--- src/rtl/mcycle_unit.sv ---
// mcycle_unit: iterative multi-cycle multiply/divide unit for the Execute stage.
// It computes one bit per cycle over unsigned magnitudes and applies the sign
// fix-up on the final iteration.
//
// Ports:
//   CLK       clock, rising edge
//   Reset     asynchronous active-high reset; clears all state
//   Start     E-stage MUL/DIV whose condition passed
//   MCycleOp  00 signed MUL, 01 unsigned MUL, 10 signed DIV, 11 unsigned DIV
//   Operand1  multiplicand / dividend
//   Operand2  multiplier / divisor
//   Result1   MUL: product low half, DIV: quotient
//   Result2   MUL: product high half, DIV: remainder
//   Busy      stall request to the hazard unit (combinational)
//   Done      one-cycle pulse when Result1/Result2 are updated
module mcycle_unit #(
  parameter int WIDTH = 32
) (
  input  logic             CLK,
  input  logic             Reset,
  input  logic             Start,
  input  logic [1:0]       MCycleOp,
  input  logic [WIDTH-1:0] Operand1,
  input  logic [WIDTH-1:0] Operand2,
  output logic [WIDTH-1:0] Result1,
  output logic [WIDTH-1:0] Result2,
  output logic             Busy,
  output logic             Done
);

  localparam int CW = $clog2(WIDTH) + 1;
  localparam logic [CW-1:0] LAST = CW'(WIDTH - 1);

  typedef enum logic {IDLE, COMPUTING} state_t;

  state_t          state_q, state_d;
  logic [CW-1:0]   count_q;
  logic            div_q;        // 1: divide, 0: multiply
  logic            neg_res_q;    // operand signs differ (signed ops only)
  logic            neg_rem_q;    // dividend was negative (signed ops only)
  logic [WIDTH-1:0] hi_q;        // MUL: accumulator high half, DIV: partial remainder
  logic [WIDTH-1:0] lo_q;        // MUL: multiplier/product low, DIV: dividend/quotient
  logic [WIDTH-1:0] m_q;         // MUL: multiplicand magnitude, DIV: divisor magnitude
  logic [WIDTH-1:0] res1_q, res2_q;
  logic             done_q;

  logic start_accept;
  logic last_iter;

  assign start_accept = (state_q == IDLE) && Start;
  assign last_iter    = (state_q == COMPUTING) && (count_q == LAST);

  // Operand magnitudes and sign flags captured at start.
  logic             signed_op;
  logic             s1, s2;
  logic [WIDTH-1:0] mag1, mag2;

  assign signed_op = ~MCycleOp[0];
  assign s1        = signed_op & Operand1[WIDTH-1];
  assign s2        = signed_op & Operand2[WIDTH-1];
  assign mag1      = s1 ? -Operand1 : Operand1;
  assign mag2      = s2 ? -Operand2 : Operand2;

  // One shift-add multiply step: add multiplicand when multiplier LSB is set,
  // then shift the {carry, hi, lo} chain right by one.
  logic [WIDTH:0]   mul_sum;
  logic [WIDTH-1:0] mul_hi, mul_lo;

  assign mul_sum = {1'b0, hi_q} + (lo_q[0] ? {1'b0, m_q} : '0);
  assign mul_hi  = mul_sum[WIDTH:1];
  assign mul_lo  = {mul_sum[0], lo_q[WIDTH-1:1]};

  // One restoring divide step: shift the next dividend bit into the remainder
  // and keep the difference only when it did not go negative.
  logic [WIDTH:0]   div_shift, div_diff;
  logic             div_ok;
  logic [WIDTH-1:0] div_hi, div_lo;

  assign div_shift = {hi_q, lo_q[WIDTH-1]};
  assign div_diff  = div_shift - {1'b0, m_q};
  assign div_ok    = ~div_diff[WIDTH];
  assign div_hi    = div_ok ? div_diff[WIDTH-1:0] : div_shift[WIDTH-1:0];
  assign div_lo    = {lo_q[WIDTH-2:0], div_ok};

  logic [WIDTH-1:0] hi_d, lo_d;
  assign hi_d = div_q ? div_hi : mul_hi;
  assign lo_d = div_q ? div_lo : mul_lo;

  // Signed fix-up on the final iteration's values.
  logic [2*WIDTH-1:0] prod, prod_f;
  logic [WIDTH-1:0]   quot_f, rem_f;

  assign prod   = {hi_d, lo_d};
  assign prod_f = neg_res_q ? -prod : prod;
  // A zero divisor always yields all ones, regardless of the dividend's sign.
  assign quot_f = (m_q == '0) ? '1 : (neg_res_q ? -lo_d : lo_d);
  assign rem_f  = neg_rem_q ? -hi_d : hi_d;

  // FSM: state register
  always_ff @(posedge CLK or posedge Reset) begin
    if (Reset) begin
      state_q <= IDLE;
    end else begin
      state_q <= state_d;
    end
  end

  // FSM: next state
  always_comb begin
    state_d = state_q;
    case (state_q)
      IDLE:      if (Start)     state_d = COMPUTING;
      COMPUTING: if (last_iter) state_d = IDLE;
      default:                  state_d = IDLE;
    endcase
  end

  // FSM: outputs
  always_comb begin
    Busy = start_accept || (state_q == COMPUTING);
  end

  // Datapath
  always_ff @(posedge CLK or posedge Reset) begin
    if (Reset) begin
      count_q   <= '0;
      div_q     <= 1'b0;
      neg_res_q <= 1'b0;
      neg_rem_q <= 1'b0;
      hi_q      <= '0;
      lo_q      <= '0;
      m_q       <= '0;
      res1_q    <= '0;
      res2_q    <= '0;
      done_q    <= 1'b0;
    end else begin
      done_q <= last_iter;
      if (start_accept) begin
        count_q   <= '0;
        div_q     <= MCycleOp[1];
        neg_res_q <= s1 ^ s2;
        neg_rem_q <= s1;
        hi_q      <= '0;
        lo_q      <= MCycleOp[1] ? mag1 : mag2;
        m_q       <= MCycleOp[1] ? mag2 : mag1;
      end else if (state_q == COMPUTING) begin
        count_q <= count_q + CW'(1);
        hi_q    <= hi_d;
        lo_q    <= lo_d;
        if (last_iter) begin
          if (div_q) begin
            res1_q <= quot_f;
            res2_q <= rem_f;
          end else begin
            res1_q <= prod_f[WIDTH-1:0];
            res2_q <= prod_f[2*WIDTH-1:WIDTH];
          end
        end
      end
    end
  end

  assign Result1 = res1_q;
  assign Result2 = res2_q;
  assign Done    = done_q;

endmodule

--- config.mk ---
export PLATFORM = sky130hd
export DESIGN_NAME = mcycle_unit
export DESIGN_NICKNAME = d
export VERILOG_FILES = /design/src/rtl/mcycle_unit.sv
export SDC_FILE = /design/constraint.sdc
export NUM_CORES = 1
export LEC_CHECK = 0
export CORE_ASPECT_RATIO = 0.5
export CORE_MARGIN = 4
export CORE_UTILIZATION = 40
export CTS_CLUSTER_SIZE = 14
export DETAILED_ROUTE_END_ITERATION = 8
export PLACE_DENSITY = 0.66
export RECOVER_POWER = 25
export SETUP_SLACK_MARGIN = 0.15
export SLEW_MARGIN = 20
export SYNTH_ARGS = -nofsm -noshare
export SYNTH_HDL_FRONTEND = slang
export SYNTH_SLANG_ARGS = --single-unit
--- constraint.sdc ---
create_clock -name CLK -period 6.25 [get_ports CLK]
set_clock_uncertainty 0.15 [all_clocks]
set_input_delay 1.25 -clock CLK [delete_from_list [all_inputs] [get_ports CLK]]
set_output_delay 1.25 -clock CLK [all_outputs]
set_load 0.1 [all_outputs]
==> results by stage <==
Status:
- The flow ran to the end, but the final reports show violations.
- The checks that failed: max-capacitance violations, max-slew violations.

Yosys:
- The net count of the mapped netlist is about 2200.
- The main flop type after synthesis is sky130_fd_sc_hd__dfrtp_1.
- The simple-gate share of the synthesized area is 0.219.
- The top-area cell type share of the netlist area is 0.274.
- The warning count from the yosys run is 0.
- Sorting the synthesized cells by area gives the leading types as sky130_fd_sc_hd__dfrtp_1, sky130_fd_sc_hd__nand2_1, sky130_fd_sc_hd__ha_1.
- The number of register bits inferred by synthesis is ~170.
- Of the total synthesized cell area, the portion taken by full adders, half adders and majority gates is 0.0579.
- The largest family of logic cells by synthesized area is compound AO/OA/AOI/OAI gates.
- Of the total synthesized cell area, the portion taken by XOR and XNOR cells is 0.0892.
- After synthesis, the share of flip-flops with an asynchronous set or reset is 1.00.
- For this run, the register share of the synthesized area comes to 0.274.
- The average instance in the mapped netlist occupies between 7 and 8 um^2.
- In this run, distinct cell masters in the synthesized netlist total 90.
- Summed over all instances, the cell type with the most area after synthesis is sky130_fd_sc_hd__dfrtp_1.
- The count of flip-flops with a built-in enable after synthesis is 0.
- Synthesis produced a netlist whose cell count is roughly 2000.
- The cell area after synthesis is between 0.015 and 0.02 mm^2.
- The post-synthesis compound-gate area fraction came to 0.277.
- The mux contribution to synthesized area is 0.0312.

Placed design:
- The placed wire-length estimate is about 46 mm.
- The count of buffers from port buffering is 134.
- The final estimated routing congestion in global placement is 0.997.

Clock network:
- The tree built by TritonCTS fans out to roughly 170 sinks.
- The maximum buffer depth of the clock tree is 2.
- After clock tree synthesis, the clock-pin slew on the worst setup and hold paths is ~0.07 ns.
- The clock reaches the later pin of the worst-skew pair after between 0.4 and 0.5 ns.
- The number of hold-repair buffers added at the cts stage is 0.
- The TritonCTS buffer count is 17.
- The deepest level of the CTS H-tree is 4.
- The CTS tree is built.
- In this run, post-CTS repair resized a total of 0 instances.
- The post-CTS setup buffer count is 0.
- The library cell used as clock root buffer is sky130_fd_sc_hd__clkbuf_16.

Final layout:
- In the layout the commonest cells are sky130_fd_sc_hd__nand2_1, sky130_fd_sc_hd__dfrtp_1, sky130_fd_sc_hd__nor2_1.
- Compared with the post-synthesis result, the final layout area differs by 15.3%.
- The most frequent standard cell in the layout excluding fill and tap cells is sky130_fd_sc_hd__nand2_1.
- At the end of the flow the core is filled with cells to 0.474.
- The number of antenna diodes in the final layout is 0.
- The number of fill cells is around 3800.
- At the end of the flow, the number of nets in the layout was 2246.
- Of the cells placed in the final design, the portion with a size suffix greater than 1 is 0.0543.

Drt:
- For this block, the initial DRC count from the detailed router was around 1900.
- The total via count after detailed routing is 16116.
- The pre-antenna-repair detailed-routing pass consisted of 5 iterations.
- Dividing the detail-routed wire length by the instance count gives 22.6 um.
- The count of unresolved DRC violations after routing is 0.
- The detail route stage leaves a number of antenna-violating nets equal to 0.
- The aggregate routed wire length is around 60 mm.
- In the routed layout, each cell is associated on average with a via count of 6.11.

GRT:
- For this run the aggregate overflow at the end of global routing stands at 0.
- The number of antenna violations at the first check in global routing was 2.
- The first global-routing pass estimated 90.4 mm of wire.
- Entering global routing, the biggest net connects 97 pins.
- The total global routing track utilization is 0.275.
- The via count of the first global-routing pass is 15027.

Die:
- The initial core utilization is 0.411.
- The floorplan step set the die width to about 290 um.
- The floorplan has 50 rows.
- The chip height is 148 um.
- The total area inside the core boundary comes to between 0.03 and 0.04 mm^2.
- The die covers approximately 0.042 mm^2.
- The I/O pin count is approximately 140.

STA:
- The total count of hold-check failures in the final report is 0.
- The aggregate negative setup slack is 0 ns.
- Setup repair after global routing left no endpoint under its margin.
- The total count of max-transition violations in the final report came to roughly 130.
- For the pin with the worst max-slew slack, the measured transition is 3.41 ns.
- The final-report setup violation count is 0.
- The worst-case headroom to the max-slew limit is -1.28.
- The time the final worst path needs with I/O delays and setup is 5.73 ns.
- The final worst-path cycle share is 0.916.
- Based on the critical path, the design can be clocked at up to 175 MHz.

Critical path:
- Among the stages of the critical path, the cell type that occurs most often is sky130_fd_sc_hd__nand2_1.
- Traced cell by cell, the critical path runs through inv_1 -> ha_1 -> inv_1 -> fa_1 -> a211oi_1 -> o211ai_2 -> nand3_1 -> a211oi_2 -> nor3_1 -> buf_4 -> nor2_1 -> nand2_1 -> o21ai_0 -> inv_1 -> ha_1 -> o21ai_0 -> nor3_1 -> and4_1 -> nand2_1 -> nand2_1 -> nand2_1 -> o41ai_1 -> xor2_1 -> o21ai_1.
- The critical path capture point type is a register.
- At the worst endpoint, the arrival time is 5.91 ns.
- STA puts the critical path data required time at 6.43 ns.
- The slowest cell on the critical path is sky130_fd_sc_hd__fa_1.
- The setup slack of the most critical reg-to-reg path is roughly 0.52 ns.
- The kind of start point of the critical path is a register.
- On the worst path, the slowest cell contributes a delay of 0.44 ns.
- The maximum net fanout on the critical path is 12.
- The worst setup path is of the reg -> reg kind.

Run:
- Across the run, the number of max-cap violations was 2.

Min path:
- The worst hold-check path type is reg -> reg.
## worst paths after layout
kind,startpoint,end,cells after the start
setup / recovery,lo_q[31]$_DFFE_PP0P_,Result2[20]$_DFFE_PP0P_,24
hold reg to reg,Result2[15]$_DFFE_PP0P_,Result2[15]$_DFFE_PP0P_,2
setup reg to reg,lo_q[31]$_DFFE_PP0P_,Result2[20]$_DFFE_PP0P_,24
max in group asynchronous,Reset,state_q$_DFF_PP0_,3
min in group asynchronous,Reset,lo_q[27]$_DFFE_PP0P_,2
hold / removal,Result2[15]$_DFFE_PP0P_,Result2[15]$_DFFE_PP0P_,2
## cells in the mapped netlist (6+ instances only)
cell	count
sky130_fd_sc_hd__a211o_1	8
sky130_fd_sc_hd__a211oi_1	39
sky130_fd_sc_hd__a21o_1	20
sky130_fd_sc_hd__a21oi_1	168
sky130_fd_sc_hd__a22o_1	15
sky130_fd_sc_hd__a31oi_1	46
sky130_fd_sc_hd__and2_1	45
sky130_fd_sc_hd__and3_1	14
sky130_fd_sc_hd__buf_1	8
sky130_fd_sc_hd__buf_2	21
sky130_fd_sc_hd__clkbuf_1	88
sky130_fd_sc_hd__dfrtp_1	171
sky130_fd_sc_hd__ha_1	69
sky130_fd_sc_hd__inv_1	75
sky130_fd_sc_hd__mux2i_1	43
sky130_fd_sc_hd__nand2_1	257
sky130_fd_sc_hd__nand2b_1	19
sky130_fd_sc_hd__nand3_1	36
sky130_fd_sc_hd__nand4_1	33
sky130_fd_sc_hd__nor2_1	169
sky130_fd_sc_hd__nor2b_1	21
sky130_fd_sc_hd__nor3_1	51
sky130_fd_sc_hd__nor4_1	19
sky130_fd_sc_hd__o211a_1	9
sky130_fd_sc_hd__o211ai_1	31
sky130_fd_sc_hd__o21a_1	21
sky130_fd_sc_hd__o21ai_0	154
sky130_fd_sc_hd__o21ai_1	19
sky130_fd_sc_hd__o21bai_1	8
sky130_fd_sc_hd__o22a_1	31
sky130_fd_sc_hd__o31a_1	8
sky130_fd_sc_hd__o31ai_1	19
sky130_fd_sc_hd__o41ai_1	7
sky130_fd_sc_hd__or2_2	6
sky130_fd_sc_hd__or3_1	13
sky130_fd_sc_hd__xnor2_1	75
sky130_fd_sc_hd__xor2_1	84
## through the flow
stage                     hold slack, ns  setup WS, ns  cells  cell area [um^2]
after floorplan                    0.293         0.218   2033             15600
after global placement             0.315         0.858   2607             17400
after detailed placement           0.321         0.733   2607             17400
after CTS                          0.338         0.691   2639             18000
after global routing               0.360         0.258   2639             18000
final                              0.332         0.523   2639             18000
## worst max-delay path: cells and delay by family (launching register included)
kind	cells	cell delay, ns
simple gates	9	2.05
xor+xnor	1	0.18
compound gates	7	1.40
flops	1	0.41
buf+inv	4	0.53
fa+ha+maj	3	0.84
## flip-flops by register name (all words and copies together) (netlist names)
| name | count |
|---|---|
| Result1 | 32 |
| Result2 | 32 |
| hi_q | 32 |
| lo_q | 32 |
| m_q | 32 |
| count_q | 6 |
| Done | 1 |
| div_q | 1 |
| neg_rem_q | 1 |
| neg_res_q | 1 |
| state_q | 1 |
## layout make-up
| class | count | area (um^2) | share of cell area |
|---|---|---|---|
| well taps | 520 | 651 | 0.0361 |
| clock inverters | 13 | 153 | 0.00848 |
| repair buffers | 177 | 1650 | 0.0918 |
| inverters | 79 | 298 | 0.0165 |
| clock buffers | 19 | 443 | 0.0246 |
| flip-flops and latches | 171 | 4280 | 0.238 |
| multi-input cells | 1660 | 10500 | 0.585 |
## cells by family (layout without fill, tap and decap cells)
logic type,Yosys count,count (layout)
muxes,48,48
buffers and inverters,202,288
adders and majority gates,71,71
and+or+nand+nor,717,717
xor gates and xnor gates,159,159
DFF,171,171
AOI/OAI and AO/OA,665,665
## layer usage
metal	vias up	wire length, um	GRT usage
met1	7736	25900	0.380
met2	749	26500	0.429
met4	4	1490	0.0756
li1	7524	-	-
met3	103	5640	0.0676
met5	-	46	0
Power is left out: the tool's default activity adds up to more than one toggle a clock period on the data nets, which glitch-free logic cannot reach.
